File: src/rtl/fpall_pkg.sv
// Shared types and constants for the fpall issue path.
// The FP unit latency lives here so the controller and unit agree on it.
package fpall_pkg;

  typedef enum logic [1:0] {
    FP32 = 2'd0,
    FP16 = 2'd1,
    BF16 = 2'd2,
    FP8  = 2'd3
  } fp_fmt_e;

  typedef enum logic [1:0] {
    OP_ADD = 2'd0,
    OP_SUB = 2'd1,
    OP_MUL = 2'd2,
    OP_MIN = 2'd3
  } fp_op_e;

  localparam int FPALL_LAT = 2;

endpackage

File: src/rtl/fpall_issue_ctrl_if.sv
// Request, operand, result-capture and response signals of the issue controller.
// master = requester/unit side, slave = the controller.
interface fpall_issue_ctrl_if #(
  parameter int TAG_W = 4
) ();
  import fpall_pkg::*;

  logic             req_valid;
  logic             req_ready;
  fp_fmt_e          req_fmt;
  fp_op_e           req_opcode;
  logic [31:0]      req_x;
  logic [31:0]      req_y;
  logic [TAG_W-1:0] req_tag;

  fp_fmt_e          fmt_out;
  fp_op_e           opcode_out;
  logic [31:0]      X_out;
  logic [31:0]      Y_out;
  logic [31:0]      R_in;

  logic             res_valid;
  logic             res_ready;
  logic [31:0]      res_data;
  logic [TAG_W-1:0] res_tag;
  fp_fmt_e          res_fmt;

  modport master (
    output req_valid, req_fmt, req_opcode, req_x, req_y, req_tag, res_ready, R_in,
    input  req_ready, fmt_out, opcode_out, X_out, Y_out, res_valid, res_data, res_tag, res_fmt
  );

  modport slave (
    input  req_valid, req_fmt, req_opcode, req_x, req_y, req_tag, res_ready, R_in,
    output req_ready, fmt_out, opcode_out, X_out, Y_out, res_valid, res_data, res_tag, res_fmt
  );

endinterface

File: src/rtl/fpall_result_fifo.sv
// First-word-fall-through result buffer with explicit occupancy counter.
// Pointers wrap modulo DEPTH, so DEPTH need not be a power of two.
module fpall_result_fifo #(
  parameter int DEPTH = 4,
  parameter int W     = 32
) (
  input  logic                       clk,
  input  logic                       rst,
  input  logic                       push_i,
  input  logic [W-1:0]               data_i,
  input  logic                       pop_i,
  output logic                       valid_o,
  output logic [W-1:0]               data_o,
  output logic [$clog2(DEPTH+1)-1:0] count_o
);
  localparam int CNT_W = $clog2(DEPTH + 1);
  localparam int PTR_W = (DEPTH > 1) ? $clog2(DEPTH) : 1;

  logic [W-1:0]     mem_q [DEPTH];
  logic [PTR_W-1:0] wr_ptr_q, rd_ptr_q;
  logic [CNT_W-1:0] count_q;

  always_ff @(posedge clk or posedge rst) begin
    if (rst) begin
      wr_ptr_q <= '0;
      rd_ptr_q <= '0;
      count_q  <= '0;
    end else begin
      if (push_i)
        wr_ptr_q <= (wr_ptr_q == PTR_W'(DEPTH - 1)) ? '0 : wr_ptr_q + PTR_W'(1);
      if (pop_i)
        rd_ptr_q <= (rd_ptr_q == PTR_W'(DEPTH - 1)) ? '0 : rd_ptr_q + PTR_W'(1);
      count_q <= count_q + CNT_W'(push_i) - CNT_W'(pop_i);
    end
  end

  // Storage needs no reset: the head is only meaningful while count_q != 0.
  always_ff @(posedge clk) begin
    if (push_i)
      mem_q[wr_ptr_q] <= data_i;
  end

  assign valid_o = (count_q != '0);
  assign data_o  = mem_q[rd_ptr_q];
  assign count_o = count_q;

  a_no_pop_empty : assert property (@(posedge clk) disable iff (rst)
    !(pop_i && count_q == '0));
  a_no_push_full : assert property (@(posedge clk) disable iff (rst)
    !(push_i && !pop_i && count_q == CNT_W'(DEPTH)));

endmodule

File: src/rtl/fpall_issue_ctrl.sv
// Issues operands to a fixed-latency FP unit and captures its results in order.
// Credit-based ready guarantees every in-flight op has a reserved FIFO slot.
module fpall_issue_ctrl
  import fpall_pkg::*;
#(
  parameter int LAT   = FPALL_LAT,
  parameter int DEPTH = 4,
  parameter int TAG_W = 4
) (
  input logic               clk,
  input logic               rst,
  fpall_issue_ctrl_if.slave bus
);
  localparam int CNT_W = $clog2(DEPTH + 1);
  localparam int FMT_W = $bits(fp_fmt_e);
  localparam int PAY_W = 32 + TAG_W + FMT_W;

  if (LAT < 1 || DEPTH < LAT + 2) begin : g_param_chk
    $error("fpall_issue_ctrl: need LAT >= 1 and DEPTH >= LAT+2");
  end

  logic             ready_q;
  logic [CNT_W-1:0] inflight_q, inflight_d;
  logic [CNT_W-1:0] occ, occ_d;
  logic             accept, push, pop, res_vld;

  logic [LAT:0]     trk_vld_q;
  logic [TAG_W-1:0] trk_tag_q [LAT+1];
  fp_fmt_e          trk_fmt_q [LAT+1];

  fp_fmt_e          fmt_q;
  fp_op_e           op_q;
  logic [31:0]      x_q, y_q;
  logic [PAY_W-1:0] head;

  assign accept = bus.req_valid & ready_q;
  assign push   = trk_vld_q[LAT];
  assign pop    = res_vld & bus.res_ready;

  always_comb begin
    inflight_d = inflight_q + CNT_W'(accept) - CNT_W'(push);
    occ_d      = occ + CNT_W'(push) - CNT_W'(pop);
  end

  // Ready is the registered form of the next-cycle credit check.
  always_ff @(posedge clk or posedge rst) begin
    if (rst) begin
      ready_q    <= 1'b0;
      inflight_q <= '0;
      fmt_q      <= FP32;
      op_q       <= OP_ADD;
      x_q        <= '0;
      y_q        <= '0;
    end else begin
      ready_q    <= ((CNT_W+1)'(inflight_d) + (CNT_W+1)'(occ_d)) < (CNT_W+1)'(DEPTH);
      inflight_q <= inflight_d;
      if (accept) begin
        fmt_q <= bus.req_fmt;
        op_q  <= bus.req_opcode;
        x_q   <= bus.req_x;
        y_q   <= bus.req_y;
      end
    end
  end

  always_ff @(posedge clk or posedge rst) begin
    if (rst) begin
      trk_vld_q <= '0;
      for (int i = 0; i <= LAT; i++) begin
        trk_tag_q[i] <= '0;
        trk_fmt_q[i] <= FP32;
      end
    end else begin
      trk_vld_q    <= {trk_vld_q[LAT-1:0], accept};
      trk_tag_q[0] <= bus.req_tag;
      trk_fmt_q[0] <= bus.req_fmt;
      for (int i = 1; i <= LAT; i++) begin
        trk_tag_q[i] <= trk_tag_q[i-1];
        trk_fmt_q[i] <= trk_fmt_q[i-1];
      end
    end
  end

  fpall_result_fifo #(
    .DEPTH (DEPTH),
    .W     (PAY_W)
  ) u_fifo (
    .clk     (clk),
    .rst     (rst),
    .push_i  (push),
    .data_i  ({bus.R_in, trk_tag_q[LAT], trk_fmt_q[LAT]}),
    .pop_i   (pop),
    .valid_o (res_vld),
    .data_o  (head),
    .count_o (occ)
  );

  assign bus.req_ready  = ready_q;
  assign bus.fmt_out    = fmt_q;
  assign bus.opcode_out = op_q;
  assign bus.X_out      = x_q;
  assign bus.Y_out      = y_q;
  assign bus.res_valid  = res_vld;
  assign bus.res_data   = head[PAY_W-1 -: 32];
  assign bus.res_tag    = head[FMT_W +: TAG_W];
  assign bus.res_fmt    = fp_fmt_e'(head[FMT_W-1:0]);

endmodule

File: src/flat_wrapper.sv
// flat-port wrapper written by rule: the top's interface ports become plain ports
module fpall_issue_ctrl_flat import fpall_pkg::*;
#(
  parameter int LAT   = FPALL_LAT,
  parameter int DEPTH = 4,
  parameter int TAG_W = 4
)
  (clk, rst, bus_req_valid, bus_req_fmt, bus_req_opcode, bus_req_x, bus_req_y, bus_req_tag, bus_res_ready, bus_R_in, bus_req_ready, bus_fmt_out, bus_opcode_out, bus_X_out, bus_Y_out, bus_res_valid, bus_res_data, bus_res_tag, bus_res_fmt);
  fpall_issue_ctrl_if #(.TAG_W(TAG_W)) bus_i ();
  input logic clk;
  input logic rst;
  input wire logic [$bits(bus_i.req_valid)-1:0] bus_req_valid;
  input wire logic [$bits(bus_i.req_fmt)-1:0] bus_req_fmt;
  input wire logic [$bits(bus_i.req_opcode)-1:0] bus_req_opcode;
  input wire logic [$bits(bus_i.req_x)-1:0] bus_req_x;
  input wire logic [$bits(bus_i.req_y)-1:0] bus_req_y;
  input wire logic [$bits(bus_i.req_tag)-1:0] bus_req_tag;
  input wire logic [$bits(bus_i.res_ready)-1:0] bus_res_ready;
  input wire logic [$bits(bus_i.R_in)-1:0] bus_R_in;
  output wire logic [$bits(bus_i.req_ready)-1:0] bus_req_ready;
  output wire logic [$bits(bus_i.fmt_out)-1:0] bus_fmt_out;
  output wire logic [$bits(bus_i.opcode_out)-1:0] bus_opcode_out;
  output wire logic [$bits(bus_i.X_out)-1:0] bus_X_out;
  output wire logic [$bits(bus_i.Y_out)-1:0] bus_Y_out;
  output wire logic [$bits(bus_i.res_valid)-1:0] bus_res_valid;
  output wire logic [$bits(bus_i.res_data)-1:0] bus_res_data;
  output wire logic [$bits(bus_i.res_tag)-1:0] bus_res_tag;
  output wire logic [$bits(bus_i.res_fmt)-1:0] bus_res_fmt;
  assign bus_i.req_valid = bus_req_valid;
  assign bus_i.req_fmt = bus_req_fmt;
  assign bus_i.req_opcode = bus_req_opcode;
  assign bus_i.req_x = bus_req_x;
  assign bus_i.req_y = bus_req_y;
  assign bus_i.req_tag = bus_req_tag;
  assign bus_i.res_ready = bus_res_ready;
  assign bus_i.R_in = bus_R_in;
  assign bus_req_ready = bus_i.req_ready;
  assign bus_fmt_out = bus_i.fmt_out;
  assign bus_opcode_out = bus_i.opcode_out;
  assign bus_X_out = bus_i.X_out;
  assign bus_Y_out = bus_i.Y_out;
  assign bus_res_valid = bus_i.res_valid;
  assign bus_res_data = bus_i.res_data;
  assign bus_res_tag = bus_i.res_tag;
  assign bus_res_fmt = bus_i.res_fmt;
  fpall_issue_ctrl #(.LAT(LAT), .DEPTH(DEPTH), .TAG_W(TAG_W)) u_core (.clk(clk), .rst(rst), .bus(bus_i));
endmodule
File: config.mk
export PLATFORM = sky130hd
export DESIGN_NAME = fpall_issue_ctrl_flat
export DESIGN_NICKNAME = d
export VERILOG_FILES = /design/src/rtl/fpall_pkg.sv /design/src/rtl/fpall_issue_ctrl_if.sv /design/src/rtl/fpall_result_fifo.sv /design/src/rtl/fpall_issue_ctrl.sv /design/src/flat_wrapper.sv
export SDC_FILE = /design/constraint.sdc
export NUM_CORES = 1
export LEC_CHECK = 0
export CELL_PAD_IN_SITES_DETAIL_PLACEMENT = 0
export CELL_PAD_IN_SITES_GLOBAL_PLACEMENT = 2
export CORE_ASPECT_RATIO = 0.7
export CORE_UTILIZATION = 38
export CTS_BUF_LIST = sky130_fd_sc_hd__clkbuf_8
export CTS_CLUSTER_DIAMETER = 100
export DETAILED_ROUTE_END_ITERATION = 8
export HOLD_SLACK_MARGIN = 0.06
export PLACE_DENSITY = 0.86
export RECOVER_POWER = 50
export SETUP_SLACK_MARGIN = 0.05
export SYNTH_ARGS = -nofsm -noshare
export SYNTH_HDL_FRONTEND = slang
export SYNTH_HIERARCHICAL = 1
export SYNTH_SLANG_ARGS = --single-unit
File: constraint.sdc
create_clock -name clk -period 4.2 [get_ports clk]
set_clock_uncertainty 0.1 [all_clocks]
set_input_delay 0.84 -clock clk [delete_from_list [all_inputs] [get_ports clk]]
set_output_delay 0.84 -clock clk [all_outputs]
set_load 0.01 [all_outputs]
==> results by group, run 1 <==
Status
  – Status: complete, but fails checks
  – Failing checks: max-capacitance violations, max-slew violations

GRT
  – Largest net degree at the start of global routing: 74
  – Initial antenna violation count: 4
  – First-pass GRT wire length: 30,600 um
  – Number of global-route vias before repair: 5,538
  – Grt total ovfl: 0
  – Total GRT Usage: 16.1%

Placement
  – Port bufs: 215
  – HPWL after DPL: 12,800 um
  – RePlAce Congestion: 0.799
  – Placed insts: 952

Logic synthesis
  – Synth Area in Compound Gates: 0.108%
  – Mux share of post-synthesis cell area: 18.1%
  – Register bit total from synthesis: 252
  – Syn Inst Count: 427
  – Register area share after synthesis: 76.1%
  – Syn_area_per_cell: 21.7 um^2
  – Post-synth EDFFs: 152
  – Post-synth ARST share: 39.7%
  – Synth cell types: 27
  – Primary FF master, synth: edfxtp_1
  – Mapped Nets: 551
  – Post-Syn Area: 0.00928 mm^2
  – Warnings from Yosys: 6
  – Largest family of logic cells by synthesized area: multiplexers
  – Fraction of the mapped netlist area in simple logic gates: 0.809%
  – Post-Synth XOR/XNOR Area: 0.566%
  – Post-Synth Adder-Cell Area: 2.40%

Detailed routing
  – DR vias: 4,799
  – Drt drc: 0
  – 1st-iter DRT viols: 180
  – Final wirelength: 19,600 um
  – Vias per cell: 4.66
  – Antenna Nets Post-Route: 0
  – Drt wl/cell: 19.0 um
  – DR pass1 iterations: 4

Clock network
  – Root buf cell: clkbuf_8
  – CTS tree: built
  – Clock-pin slew on the worst setup and hold paths: 0.06 ns
  – Clock H-tree levels: 2
  – Post-CTS sizing: 0
  – Post-CTS Setup Inserts: 0
  – Clk buf depth: 3
  – Skew-Pair Late Insertion Delay: 0.51 ns
  – CTS sink count: 252
  – CTS Buf Count: 40
  – Hold-fix buffer count after cts: 0

STA
  – Max transition margin: -98.8%
  – Pins Over Slew Limit: 39
  – Hold WS: 0.241 ns
  – Setup_tns: 0 ns
  – Hold Fails Final Rpt: 0
  – Fmax: 0.301 GHz
  – Setup-failing EPs final: 0
  – Unrepaired setup endpoints after global routing: false
  – Fin crit period: 3.32 ns
  – Final period util: 79.0%
  – Tightest Pin Transition: 2.98 ns

Worst setup path
  – Max FO, Critical Path: 38
  – CP Data Required Time: 4.15 ns
  – Crit path cell chain: ha_1, and2_0
  – CP peak stage delay: 2.16 ns
  – Startpoint types: flip-flop
  – Slowest CP cell: and2_0
  – CP Capture Type: flip-flop
  – Worst EP arrival: 3.27 ns
  – Critical path class: reg2reg

Layout
  – Area added between synthesis and finish: 34.9%
  – Layout Utilization: 52.6%
  – Final net count: 800
  – Share of cells above drive strength 1: 23.1%
  – Layout filler cell count: 1,871
  – Final Non-Filler Cells: 1,029

Power
  – Leakage Power: 4.66 nW
  – Power Dens Cells: 675 mW/mm^2
  – Worst VDD drop: 350 uV

Floorplan
  – Height of the die: 133 um
  – Core area: 0.0238 mm^2
  – Starting Density: 39.0%
  – Rows: 47
  – Die area: 0.0251 mm^2
  – # IOs: 216
  – Die Wd: 189 um

Worst hold path
  – Hold/Removal Path Class: reg2reg

Flow run
  – Max Cap Violations: 1
## metrics by stage
stage                     instance area, um^2  worst slack (ns)  power [mW]
after floorplan                          9280             0.840        5.02
after global placement                  11800             0.863        6.54
after detailed placement                11800             0.759        6.64
after CTS                               12500             0.836        8.63
after global routing                    12500             0.633        8.94
final                                   12500             0.883        8.45
## synth_stat cells, types with 2 or more instances
master    number  share of area (%)
mux2_2        60                7.3
o21ai_0        2               0.11
xnor2_1        5               0.47
buf_4          7               0.57
dfrtp_1      100                 27
mux2_4         9                1.5
edfxtp_1     152                 49
buf_2          2               0.11
ha_1          13                1.8
inv_1         15               0.61
fa_1           3               0.65
and2_1         5               0.34
mux4_2        38                9.2
buf_6          3               0.36
## power by group
part	switching [mW]	leakage (nW)	total [mW]	internal, mW
combinational	1.25	1.65	3.07	1.81
clock	0.900	0.460	1.93	1.03
sequential	0.285	2.56	3.46	3.17
## placed cells by master, fill, tap and decap left out, types with 4 or more instances in the layout
cell type | Yosys | final
dfrtp_1 | 100 | 98
dlygate4sd3_1 | 0 | 40
mux2_4 | 9 | 4
inv_1 | 15 | 35
ha_1 | 13 | 13
edfxtp_1 | 152 | 152
clkinv_1 | 0 | 4
buf_4 | 7 | 4
mux2_2 | 60 | 60
mux2_1 | 0 | 5
diode_2 | 0 | 4
clkbuf_8 | 0 | 44
mux4_2 | 38 | 38
xnor2_1 | 5 | 5
clkdlybuf4s50_1 | 0 | 175
## metal layers
| metal | routed length, um | GRT usage, % | up-vias | part of all wire [%] |
|---|---|---|---|---|
| li1 | - | - | 2155 | - |
| met1 | 8480 | 20.6 | 2412 | 43 |
| met2 | 8600 | 24.1 | 201 | 44 |
| met3 | 2160 | 7.90 | 31 | 11 |
| met4 | 352 | 4.70 | 0 | 1.8 |
| met5 | 0 | 0 | - | 0 |
## layout make-up
class                      instances  area, um^2  area share (%)
clock inverter                    29         144            1.15
sequential                       252        7070            56.5
inverter                          16        62.6           0.500
timing repair buffer             222        2210            17.7
tap                              318         398            3.18
antenna                            4        10.0          0.0800
multi-input combinational        144        2020            16.1
clock buffer                      44         606            4.84
## sequential cells by signal, summed over array words and instances, names as in the netlist
signal	flops
u_core/trk_vld_q	3
u_core/bus.req_ready	1
u_core/bus.opcode_out	2
u_core/bus.fmt_out	2
u_core/inflight_q	3
u_core/trk_tag_q	12
u_core/u_fifo/rd_ptr_q	2
u_core/u_fifo/count_o	3
u_core/bus.X_out	32
u_core/trk_fmt_q	6
u_core/bus.Y_out	32
u_core/u_fifo/wr_ptr_q	2
u_core/u_fifo/mem_q	152
## path summary, 6_finish.rpt
kind	cells after the start	endpoint	from	slack (ns)
worst max-delay path	2	u_core/u_fifo/mem_q[3][0]	u_core/u_fifo/wr_ptr_q[0]	0.88
worst min-delay path	0	u_core/trk_tag_q[2]	u_core/trk_tag_q[6]	0.24
worst max register to register	2	u_core/u_fifo/mem_q[3][0]	u_core/u_fifo/wr_ptr_q[0]	0.88
worst min register to register	0	u_core/trk_tag_q[2]	u_core/trk_tag_q[6]	0.24
max in group asynchronous	3	u_core/bus.X_out[24]	rst	1.99
min in group asynchronous	2	u_core/u_fifo/rd_ptr_q[1]	rst	0.68
## worst max-delay path: cells and delay by family, from the launching register on
kind                       cells  cell delay (ns)
and+or+nand+nor                1             2.16
adders and majority gates      1             0.18
DFF                            1             0.40
## cells by family (layout without fill, tap and decap cells)
logic type | count (synthesis) | count (layout)
compound gates | 2 | 2
xor+xnor | 6 | 6
fa+ha+maj | 16 | 16
buf+inv | 31 | 311
flops | 252 | 252
mux | 108 | 108
other cells | 0 | 4
simple gates | 12 | 12
Note: power is estimated with default switching activity, not from simulation.
==> run 2, diff against run 1 <==
CORE_UTILIZATION = 34   (was 38)
PLACE_DENSITY = 0.81   (was 0.86)
clock period = 2.85 ns   (was 4.2 ns; I/O delays follow)
==> run 2 against run 1 <==
  * Global-route usage decreased by 1.3 points
  * Clock power up 63%
  * Die area grew 12%
  * The flow still finishes with violations (max-capacitance violations, max-slew violations)
  * Largest power group unchanged
  * Register-to-register slack got worse by 0.81 ns
  * Sequential power rose by 46%
  * Core utilization shrank 4.7 points
  * Critical endpoint is now u_core/bus.req_ready
  * Sequential share of layout area fell by 1.3 points
  * Critical path type unchanged
  * First-iteration DRC count up 9.4%
==> results by group, run 2 (synthesis results as in run 1) <==
Placement
  – Placed insts: 1,007 (was 952)
  – RePlAce Congestion: 0.744 (was 0.799)
  – Pre-CTS WS: -0.304 ns (was 0.759 ns)
  – Placed Area: 0.0120 mm^2 (was 0.0118 mm^2)
  – HPWL after DPL: 13,400 um (was 12,800 um)
  – Port bufs: 215 (unchanged)

STA
  – Setup-failing EPs final: 0 (unchanged)
  – Tightest Pin Transition: 1.69 ns (was 2.98 ns)
  – Setup_tns: 0 ns (unchanged)
  – Pins Over Slew Limit: 70 (was 39)
  – Hold WS: 0.243 ns (was 0.241 ns)
  – Final setup margin: 0.0768 ns (was 0.883 ns)
  – Fmax: 0.361 GHz (was 0.301 GHz)
  – Final period util: 97.3% (was 79.0%)
  – Hold Fails Final Rpt: 0 (unchanged)
  – Fin crit period: 2.77 ns (was 3.32 ns)
  – Unrepaired setup endpoints after global routing: true (was false)
  – Max transition margin: -12.7% (was -98.8%)

Layout
  – Commonest non-fill, non-tap cell in the layout: edfxtp_1 (was clkdlybuf4s50_1)
  – Share of cells above drive strength 1: 28.2% (was 23.1%)
  – Final net count: 820 (was 800)
  – Final cell area excluding filler cells: 0.0128 mm^2 (was 0.0125 mm^2)
  – Final Non-Filler Cells: 1,096 (was 1,029)
  – Largest register FFs: 152 (unchanged)
  – Layout filler cell count: 2,307 (was 1,871)
  – Area added between synthesis and finish: 38.2% (was 34.9%)
  – Top reg by flops: u_core/u_fifo/mem_q (unchanged)
  – Commonest cells after routing, fill and taps aside: 152 x edfxtp_1, 137 x clkdlybuf4s50_1, 98 x dfrtp_1 (was 175 x clkdlybuf4s50_1, 152 x edfxtp_1, 98 x dfrtp_1)
  – Layout Utilization: 47.9% (was 52.6%)

Detailed routing
  – 1st-iter DRT viols: 197 (was 180)
  – Drt drc: 0 (unchanged)
  – Antenna Nets Post-Route: 0 (unchanged)
  – Vias per cell: 4.45 (was 4.66)
  – Final wirelength: 20,600 um (was 19,600 um)
  – Drt wl/cell: 18.8 um (was 19.0 um)
  – DR pass1 iterations: 4 (unchanged)
  – DR vias: 4,881 (was 4,799)

GRT
  – Grt total ovfl: 0 (unchanged)
  – Total GRT Usage: 14.8% (was 16.1%)
  – Largest net degree at the start of global routing: 85 (was 74)
  – Initial antenna violation count: 7 (was 4)
  – Number of global-route vias before repair: 5,409 (was 5,538)
  – First-pass GRT wire length: 30,900 um (was 30,600 um)

Clock network
  – Clock-pin slew on the worst setup and hold paths: 0.07 ns (was 0.06 ns)
  – Clk buf depth: 3 (unchanged)
  – Skew-Pair Late Insertion Delay: 0.53 ns (was 0.51 ns)
  – Clock H-tree levels: 2 (unchanged)
  – CTS tree: built (unchanged)
  – Root buf cell: clkbuf_8 (unchanged)
  – CTS sink count: 252 (unchanged)
  – Hold-fix buffer count after cts: 0 (unchanged)
  – CTS Buf Count: 40 (unchanged)

Power
  – Power Dens Cells: 1000 mW/mm^2 (was 675 mW/mm^2)
  – Worst VDD drop: 526 uV (was 350 uV)
  – Leakage Power: 4.84 nW (was 4.66 nW)
  – Final Total Pwr: 12.8 mW (was 8.45 mW)

Worst setup path
  – FF-to-FF path depth: 9 (was 2)
  – Critical path class: reg2reg (unchanged)
  – CP Capture Type: flip-flop (unchanged)
  – Worst EP arrival: 3.10 ns (was 3.27 ns)
  – Cell with the most instances on the worst path: ha_1
  – Max FO, Critical Path: 2 (was 38)
  – Slowest CP cell: fa_1 (was and2_0)
  – CP peak stage delay: 0.44 ns (was 2.16 ns)
  – CP Data Required Time: 3.18 ns (was 4.15 ns)
  – Startpoint types: flip-flop (unchanged)
  – Crit path cell chain: or3_4, and2_4, ha_1, inv_1, ha_1, fa_1, ha_1, and3_1, nor4_2 (was ha_1, and2_0)

Worst hold path
  – Hold/Removal Path Class: reg2reg (unchanged)
  – WHS Path Cells: 0 (unchanged)

Floorplan
  – Die area: 0.0280 mm^2 (was 0.0251 mm^2)
  – Rows: 50 (was 47)
  – Die Wd: 199 um (was 189 um)
  – # IOs: 216 (unchanged)
  – Core area: 0.0268 mm^2 (was 0.0238 mm^2)
  – Starting Density: 34.7% (was 39.0%)
  – Height of the die: 140 um (was 133 um)

Status
  – Status: complete, but fails checks (unchanged)
  – Failing checks: max-capacitance violations, max-slew violations (unchanged)

Flow run
  – Max Cap Violations: 1 (unchanged)
run 2: worst paths after layout:
path	startpoint	to	slack [ns]
worst max-delay path	u_core/u_fifo/count_o[0]	u_core/bus.req_ready	0.08
worst min-delay path	u_core/trk_fmt_q[5]	u_core/trk_fmt_q[3]	0.24
worst max register to register	u_core/u_fifo/count_o[0]	u_core/bus.req_ready	0.08
worst min register to register	u_core/trk_fmt_q[5]	u_core/trk_fmt_q[3]	0.24
max in group asynchronous	rst	u_core/trk_tag_q[0]	0.75
min in group asynchronous	rst	u_core/u_fifo/wr_ptr_q[1]	0.39
run 2: report_power, final:
part	internal (mW)	leakage (nW)	switching (mW)
sequential	4.67	2.56	0.381
clock	1.75	0.491	1.39
combinational	2.69	1.79	1.94
run 2: critical path, delay by kind of cell (launching register included):
kind	cells	cell delay, ns
fa+ha+maj	4	1.16
buf+inv	1	0.04
simple gates	4	0.99
flops	1	0.38
run 2: layer usage:
metal | vias up | wire length (um) | GRT usage [%]
met1 | 2436 | 8530 | 18.4
met5 | - | 41 | 0
met3 | 45 | 2440 | 7.58
met4 | 6 | 349 | 4.86
met2 | 208 | 9230 | 22.2
li1 | 2186 | - | -
run 2: cell type report:
| class | instances | area, um^2 | share of cell area, % |
|---|---|---|---|
| Clock buffer | 49 | 674 | 5.26 |
| Multi-Input combinational cell | 144 | 2020 | 15.7 |
| Antenna cell | 4 | 10.0 | 0.0780 |
| Sequential cell | 252 | 7070 | 55.1 |
| Inverter | 16 | 61.3 | 0.478 |
| Timing Repair Buffer | 242 | 2370 | 18.4 |
| Tap cell | 364 | 455 | 3.55 |
| Clock inverter | 25 | 169 | 1.32 |
run 2: what timing repair did:
item	4_1_cts	5_1_grt
endpoints found under the setup margin	39	14
resized for setup	67	1
pin swaps	2	1
cloned	1	0
setup buffers	4	7
